==> config.mk <==
export PLATFORM = sky130hd
export DESIGN_NAME = interval_timer_ctrl
export DESIGN_NICKNAME = d
export VERILOG_FILES = /design/src/rtl/interval_timer_ctrl.sv
export SDC_FILE = /design/constraint.sdc
export NUM_CORES = 1
export LEC_CHECK = 0
export CAP_MARGIN = 20
export CORE_MARGIN = 2
export CORE_UTILIZATION = 40
export CTS_BUF_LIST = sky130_fd_sc_hd__clkbuf_8 sky130_fd_sc_hd__clkbuf_16
export DETAILED_ROUTE_END_ITERATION = 12
export PLACE_DENSITY_LB_ADDON = 0.2
export SYNTH_ARGS = -nofsm -noshare
export SYNTH_HDL_FRONTEND = slang
export SYNTH_SLANG_ARGS = --single-unit
==> constraint.sdc <==
create_clock -name clk -period 4 [get_ports clk]
set_input_delay 0.6 -clock clk [delete_from_list [all_inputs] [get_ports clk]]
set_output_delay 0.6 -clock clk [all_outputs]
set_load 0.05 [all_outputs]
==> src/rtl/interval_timer_ctrl.sv <==
// Programmable interval timer sequencer: owns a loadable up-counter and the
// FSM that arms, runs, pauses, reloads and stops it. Produces a registered
// one-cycle expire pulse, a sticky irq with overrun detection and a
// start_err pulse when arming is attempted with a zero period.
module interval_timer_ctrl #(
  parameter int WIDTH = 32
) (
  input  logic             clk,
  input  logic             rst_n,
  input  logic             clk_en_i,
  input  logic             cfg_wr_i,
  input  logic [WIDTH-1:0] cfg_period_i,
  input  logic             cfg_periodic_i,
  input  logic             start_i,
  input  logic             pause_i,
  input  logic             stop_i,
  input  logic             irq_ack_i,
  output logic [WIDTH-1:0] count_o,
  output logic             busy_o,
  output logic [1:0]       state_o,
  output logic             expire_o,
  output logic             irq_o,
  output logic             overrun_o,
  output logic             start_err_o
);

  typedef enum logic [1:0] {
    S_IDLE  = 2'b00,
    S_RUN   = 2'b01,
    S_PAUSE = 2'b10,
    S_DONE  = 2'b11
  } state_e;

  localparam logic [WIDTH-1:0] ONE = WIDTH'(1);

  state_e           state_q, state_d;
  logic [WIDTH-1:0] count_q, count_d;
  logic [WIDTH-1:0] shadow_period_q, shadow_period_d;
  logic             shadow_periodic_q, shadow_periodic_d;
  logic [WIDTH-1:0] period_q, period_d;
  logic             periodic_q, periodic_d;
  logic             expire_q, expire_d;
  logic             irq_q, irq_d;
  logic             overrun_q, overrun_d;
  logic             start_err_q, start_err_d;
  logic             run_step;
  logic             term_hit;

  // Next-state logic: shadow/irq bookkeeping every edge, FSM and counter only on enabled edges
  always_comb begin
    state_d           = state_q;
    count_d           = count_q;
    period_d          = period_q;
    periodic_d        = periodic_q;
    shadow_period_d   = cfg_wr_i ? cfg_period_i   : shadow_period_q;
    shadow_periodic_d = cfg_wr_i ? cfg_periodic_i : shadow_periodic_q;
    expire_d          = 1'b0;
    start_err_d       = 1'b0;
    run_step          = 1'b0;
    term_hit          = 1'b0;

    if (clk_en_i) begin
      if (stop_i) begin
        // stop dominates everything, including a terminal-count edge
        state_d = S_IDLE;
        count_d = '0;
      end else begin
        case (state_q)
          S_IDLE, S_DONE: begin
            if (start_i) begin
              if (shadow_period_q == '0) begin
                start_err_d = 1'b1;
              end else begin
                count_d    = '0;
                period_d   = shadow_period_q;
                periodic_d = shadow_periodic_q;
                state_d    = S_RUN;
              end
            end
          end
          S_RUN: begin
            // start is meaningless in RUN, so pause is the only command left
            if (pause_i) state_d = S_PAUSE;
            else         run_step = 1'b1;
          end
          S_PAUSE: begin
            // resume edge counts like any RUN edge, so the frozen span equals the paused edges
            if (start_i) begin
              state_d  = S_RUN;
              run_step = 1'b1;
            end
          end
          default: state_d = S_IDLE;
        endcase

        if (run_step) begin
          if (count_q == period_q - ONE) begin
            term_hit = 1'b1;
            expire_d = 1'b1;
            if (periodic_q) begin
              count_d = '0;
              // a zero shadow period would make the counter wrap, so keep the old one
              if (shadow_period_q != '0) begin
                period_d   = shadow_period_q;
                periodic_d = shadow_periodic_q;
              end
            end else begin
              state_d = S_DONE;
            end
          end else begin
            count_d = count_q + ONE;
          end
        end
      end
    end

    // set beats acknowledge; overrun only when an unacknowledged irq is hit again
    irq_d     = term_hit | (irq_q & ~irq_ack_i);
    overrun_d = (term_hit & irq_q & ~irq_ack_i) | (overrun_q & ~irq_ack_i);
  end

  // State registers with asynchronous active-low reset
  always_ff @(posedge clk or negedge rst_n) begin
    if (!rst_n) begin
      state_q           <= S_IDLE;
      count_q           <= '0;
      shadow_period_q   <= '0;
      shadow_periodic_q <= 1'b0;
      period_q          <= '0;
      periodic_q        <= 1'b0;
      expire_q          <= 1'b0;
      irq_q             <= 1'b0;
      overrun_q         <= 1'b0;
      start_err_q       <= 1'b0;
    end else begin
      state_q           <= state_d;
      count_q           <= count_d;
      shadow_period_q   <= shadow_period_d;
      shadow_periodic_q <= shadow_periodic_d;
      period_q          <= period_d;
      periodic_q        <= periodic_d;
      expire_q          <= expire_d;
      irq_q             <= irq_d;
      overrun_q         <= overrun_d;
      start_err_q       <= start_err_d;
    end
  end

  assign count_o     = count_q;
  assign state_o     = state_q;
  assign busy_o      = (state_q == S_RUN) || (state_q == S_PAUSE);
  assign expire_o    = expire_q;
  assign irq_o       = irq_q;
  assign overrun_o   = overrun_q;
  assign start_err_o = start_err_q;

endmodule

==> flow_summary.json <==
{
  "post-place-ws_ps": 224,
  "hold_viol": 0,
  "clock_power_share_pct": 27.9,
  "ys_seq_area_share_pct": 41.6,
  "postRouteAntennaNets": 0,
  "p_int_w": 0.00201,
  "dp.cells": 922,
  "p_comb_share_pct": 26.0,
  "total_power_w": 0.00305,
  "pin_count": 80,
  "path_cells": "or4_1 > or4b_4 > or4_1 > a211o_1 > a22oi_2 > and4_4 > nand2_2 > a21oi_4 > buf_12 > mux2_1",
  "synth_edf_count": 0,
  "yosys-mux-area-fraction_pct": 12.5,
  "drc_errors": 0,
  "finalSetupTns_ps": 0,
  "fp.dieW_um": 129,
  "syn-num-nets": 686,
  "reg2reg_slack_ps": 210,
  "multi_input_area_um2": 3420,
  "ys.warnings.count": 0,
  "crit_path_start_kind": "flop",
  "via_count": 5565,
  "regToRegEndpoint": "period_q[10]$_DFFE_PN0P_",
  "n_fill_cell": 1446,
  "switchingPower_w": 0.00104,
  "tightest_slew_ps": 871,
  "wl_met2_um": 8790,
  "antennaDiodeCount": 0,
  "instances_no_fill": 938,
  "grt_pass1_wl_um": 29300,
  "wl_met1_um": 8400,
  "min_path_type": "input port to async pin",
  "synth-compound-area-share_pct": 14.8,
  "clk_pin_slew_ps": 70,
  "worst_path_most_repeated_cell": "or4_1",
  "gp_congestion": 0.910,
  "path_max_fanout": 32,
  "setup_viol": 0,
  "synth_xor_area_share_pct": 4.91,
  "cts_root_buf": "clkbuf_16",
  "cp_top_family": "simple AND/OR/NAND/NOR gates",
  "avgViaCountPerCell": 5.93,
  "power_density_nw_per_um2": 400,
  "status": "complete, no violations",
  "ctsHoldBuffers": 0,
  "top_layer": "met4",
  "async_flop_share_pct": 100,
  "dr.pass1.iters": 5,
  "arrival_ps": 4030,
  "synth_top_family_by_area": "simple AND/OR/NAND/NOR gates",
  "synth_simple_gate_area_share_pct": 21.6,
  "synth_fa_ha_area_share_pct": 0.801,
  "synth_top_area_share_pct": 41.6,
  "path_class": "flop to flop",
  "layout.nets": 767,
  "cp.required_ps": 4230,
  "wl_per_cell_um": 19.7,
  "slowest_stage": "or4_1",
  "fin_crit_ps": 3790,
  "antenna_found_initial": 0,
  "htree_levels": 3,
  "synth.distinct_cells": 75,
  "globalRouteTotalUtil_pct": 22.7,
  "drv_cap": 0,
  "layout-drive-gt1-share_pct": 13.2,
  "setup_ws_ps": 209,
  "synthFlopType": "dfrtp_1",
  "crit_buf_inv": 1,
  "grt_setup_unrepaired": "no",
  "numCtsBuffers": 9,
  "ys_ff_latch": 104,
  "layout.area.seq_um2": 2600,
  "fin_crit_sh_pct": 94.8,
  "maxSlewHeadroom_pct": 42.0,
  "wl_met3_um": 905,
  "cts_tree": "yes",
  "critPathMaxStageDelay_ps": 570,
  "cts_buffer_depth": 2,
  "synth_area_leaders": "dfrtp_1 42%, mux2_2 6.5%, mux2_1 5.4%",
  "r2r_cells": 10,
  "fmax_ghz": 0.264,
  "synthCells": 641,
  "drt-initial-drc-count": 488,
  "slew_violations": 0,
  "core_area_um2": 15300,
  "power_frac_seq_pct": 46.1,
  "start_util_pct": 41.0,
  "crit_path_end_kind": "flop",
  "numPortBuffers": 79,
  "grt_pass1_vias": 5327,
  "grt-ovfl-total": 0,
  "p_leak_nw": 2.95,
  "cts.sinks": 104,
  "dieArea_um2": 16600,
  "die_h_um": 129,
  "switching_share_pct": 34.1,
  "grt_start_max_net_pins": 64,
  "row_count": 45,
  "timing.rr.start": "period_q[16]$_DFFE_PN0P_",
  "syn_area_um2": 6250,
  "vdd_drop_max_mv": 0.216,
  "skew_ps": 9.15,
  "areaGrowthSynthToFinish_pct": 22.0,
  "wirelength_um": 18400,
  "clk_latency_ps": 360,
  "dp_hpwl_um": 13700,
  "syn_avg_cell_area_um2": 9.75,
  "synth_area_leader_cell": "dfrtp_1"
}
==> metrics by stage <==
stage / util (%) / hold WS, ps / cell area, µm²
after floorplan: - / 304 / 6250
after global placement: 48.1 / 497 / 7340
after detailed placement: 48.1 / 510 / 7340
after CTS: 50.0 / 387 / 7620
final: 50.0 / 347 / 7620
after global routing: 50.0 / 414 / 7620
==> cell usage in the layout (no fill, tap or decap), types with 5 or more instances in the layout <==
cell type          n
a21oi_1           17
nor4b_1            5
nand3_1           29
nor3_1            22
clkdlybuf4s50_1   78
nand4b_1           5
nand2_1           44
dfrtp_1          104
o31ai_1            5
o311ai_0           5
xnor2_1           19
o21ai_0           23
o211ai_1           7
clkbuf_16          9
or4_1              8
nor2_1            39
a21o_1             5
a41oi_1            6
a31oi_1           15
buf_4             26
xor2_1            16
inv_1             17
mux2_2            36
and3_1            15
nor4_1            27
nand4_1           13
a211oi_1           7
mux2_1            30
==> worst max path at each step <==
stage / depth (start not counted) / slack, ps / end / startpoint
2_1_floorplan: 11 / 430 / period_q[0]$_DFFE_PN0P_ / period_q[16]$_DFFE_PN0P_
3_3_place_gp: 10 / 280 / period_q[23]$_DFFE_PN0P_ / period_q[16]$_DFFE_PN0P_
3_5_place_dp: 10 / 220 / period_q[10]$_DFFE_PN0P_ / period_q[16]$_DFFE_PN0P_
4_1_cts: 10 / 200 / period_q[10]$_DFFE_PN0P_ / period_q[16]$_DFFE_PN0P_
5_1_grt: 11 / 5 / period_q[10]$_DFFE_PN0P_ / period_q[4]$_DFFE_PN0P_
6_report: 10 / 210 / period_q[10]$_DFFE_PN0P_ / period_q[16]$_DFFE_PN0P_
==> per-layer routing <==
metal  track usage [%]  vias up
met4              7.35        0
li1                  -     2589
met3              3.04       28
met2              37.2      170
met5                 0        -
met1              31.3     2778
==> power groups by stage <==
stage / sequential, W / clock, W / combinational, W
detailed placement: 0.00142 / 0 / 0.000780
floorplan: 0.00133 / 0 / 0.000562
global placement: 0.00141 / 0 / 0.000760
global route: 0.00143 / 0.000918 / 0.000871
CTS: 0.00140 / 0.000873 / 0.000784
finish: 0.00141 / 0.000852 / 0.000792
==> synthesized netlist by cell type, types with 3 or more instances <==
library cell and instances:
a211oi_1 7, a21o_1 5, a21oi_1 17, a31o_2 4, a31oi_1 15, a41oi_1 6
and2_1 3, and3_1 15, and4_1 4, buf_2 5, buf_6 3, clkbuf_1 25
dfrtp_1 104, ha_1 4, inv_1 16, mux2_1 30, mux2_2 36, mux2i_1 4
nand2_1 44, nand2b_1 4, nand3_1 29, nand4_1 13, nand4b_1 5, nor2_1 39
nor2b_1 4, nor3_1 22, nor3b_1 4, nor4_1 27, nor4b_1 5, o211ai_1 7
o21a_1 3, o21ai_0 23, o21ai_1 3, o22ai_1 3, o311ai_0 5, o31ai_1 5
or3_1 4, or4_1 8, xnor2_1 19, xor2_1 16
==> sequential cells by signal, summed over array words and instances (netlist names) <==
name / count
count_o: 32
period_q: 32
shadow_period_q: 32
state_o: 2
expire_o: 1
irq_o: 1
overrun_o: 1
periodic_q: 1
shadow_periodic_q: 1
start_err_o: 1
==> what timing repair did <==
item,4_1_cts,5_1_grt
setup buffers,0,0
setup endpoints to repair,0,32
gates resized for setup,0,1
==> final cells by class <==
cell class | instances | share of cell area [%]
Sequential cell | 104 | 34.1
Clock buffer | 10 | 3.13
Tap cell | 211 | 3.46
Clock inverter | 6 | 0.558
Multi-Input combinational cell | 485 | 44.8
Timing Repair Buffer | 105 | 13.1
Inverter | 17 | 0.837
==> cells by family (layout without fill, tap and decap cells) <==
kind of cell | count (synthesis) | after routing
and+or+nand+nor | 245 | 245
adders and majority gates | 4 | 4
buffers and inverters | 52 | 138
muxes | 70 | 70
xor gates and xnor gates | 35 | 35
AOI/OAI and AO/OA | 131 | 131
DFF | 104 | 104
Note: power is estimated with default switching activity, not from simulation.
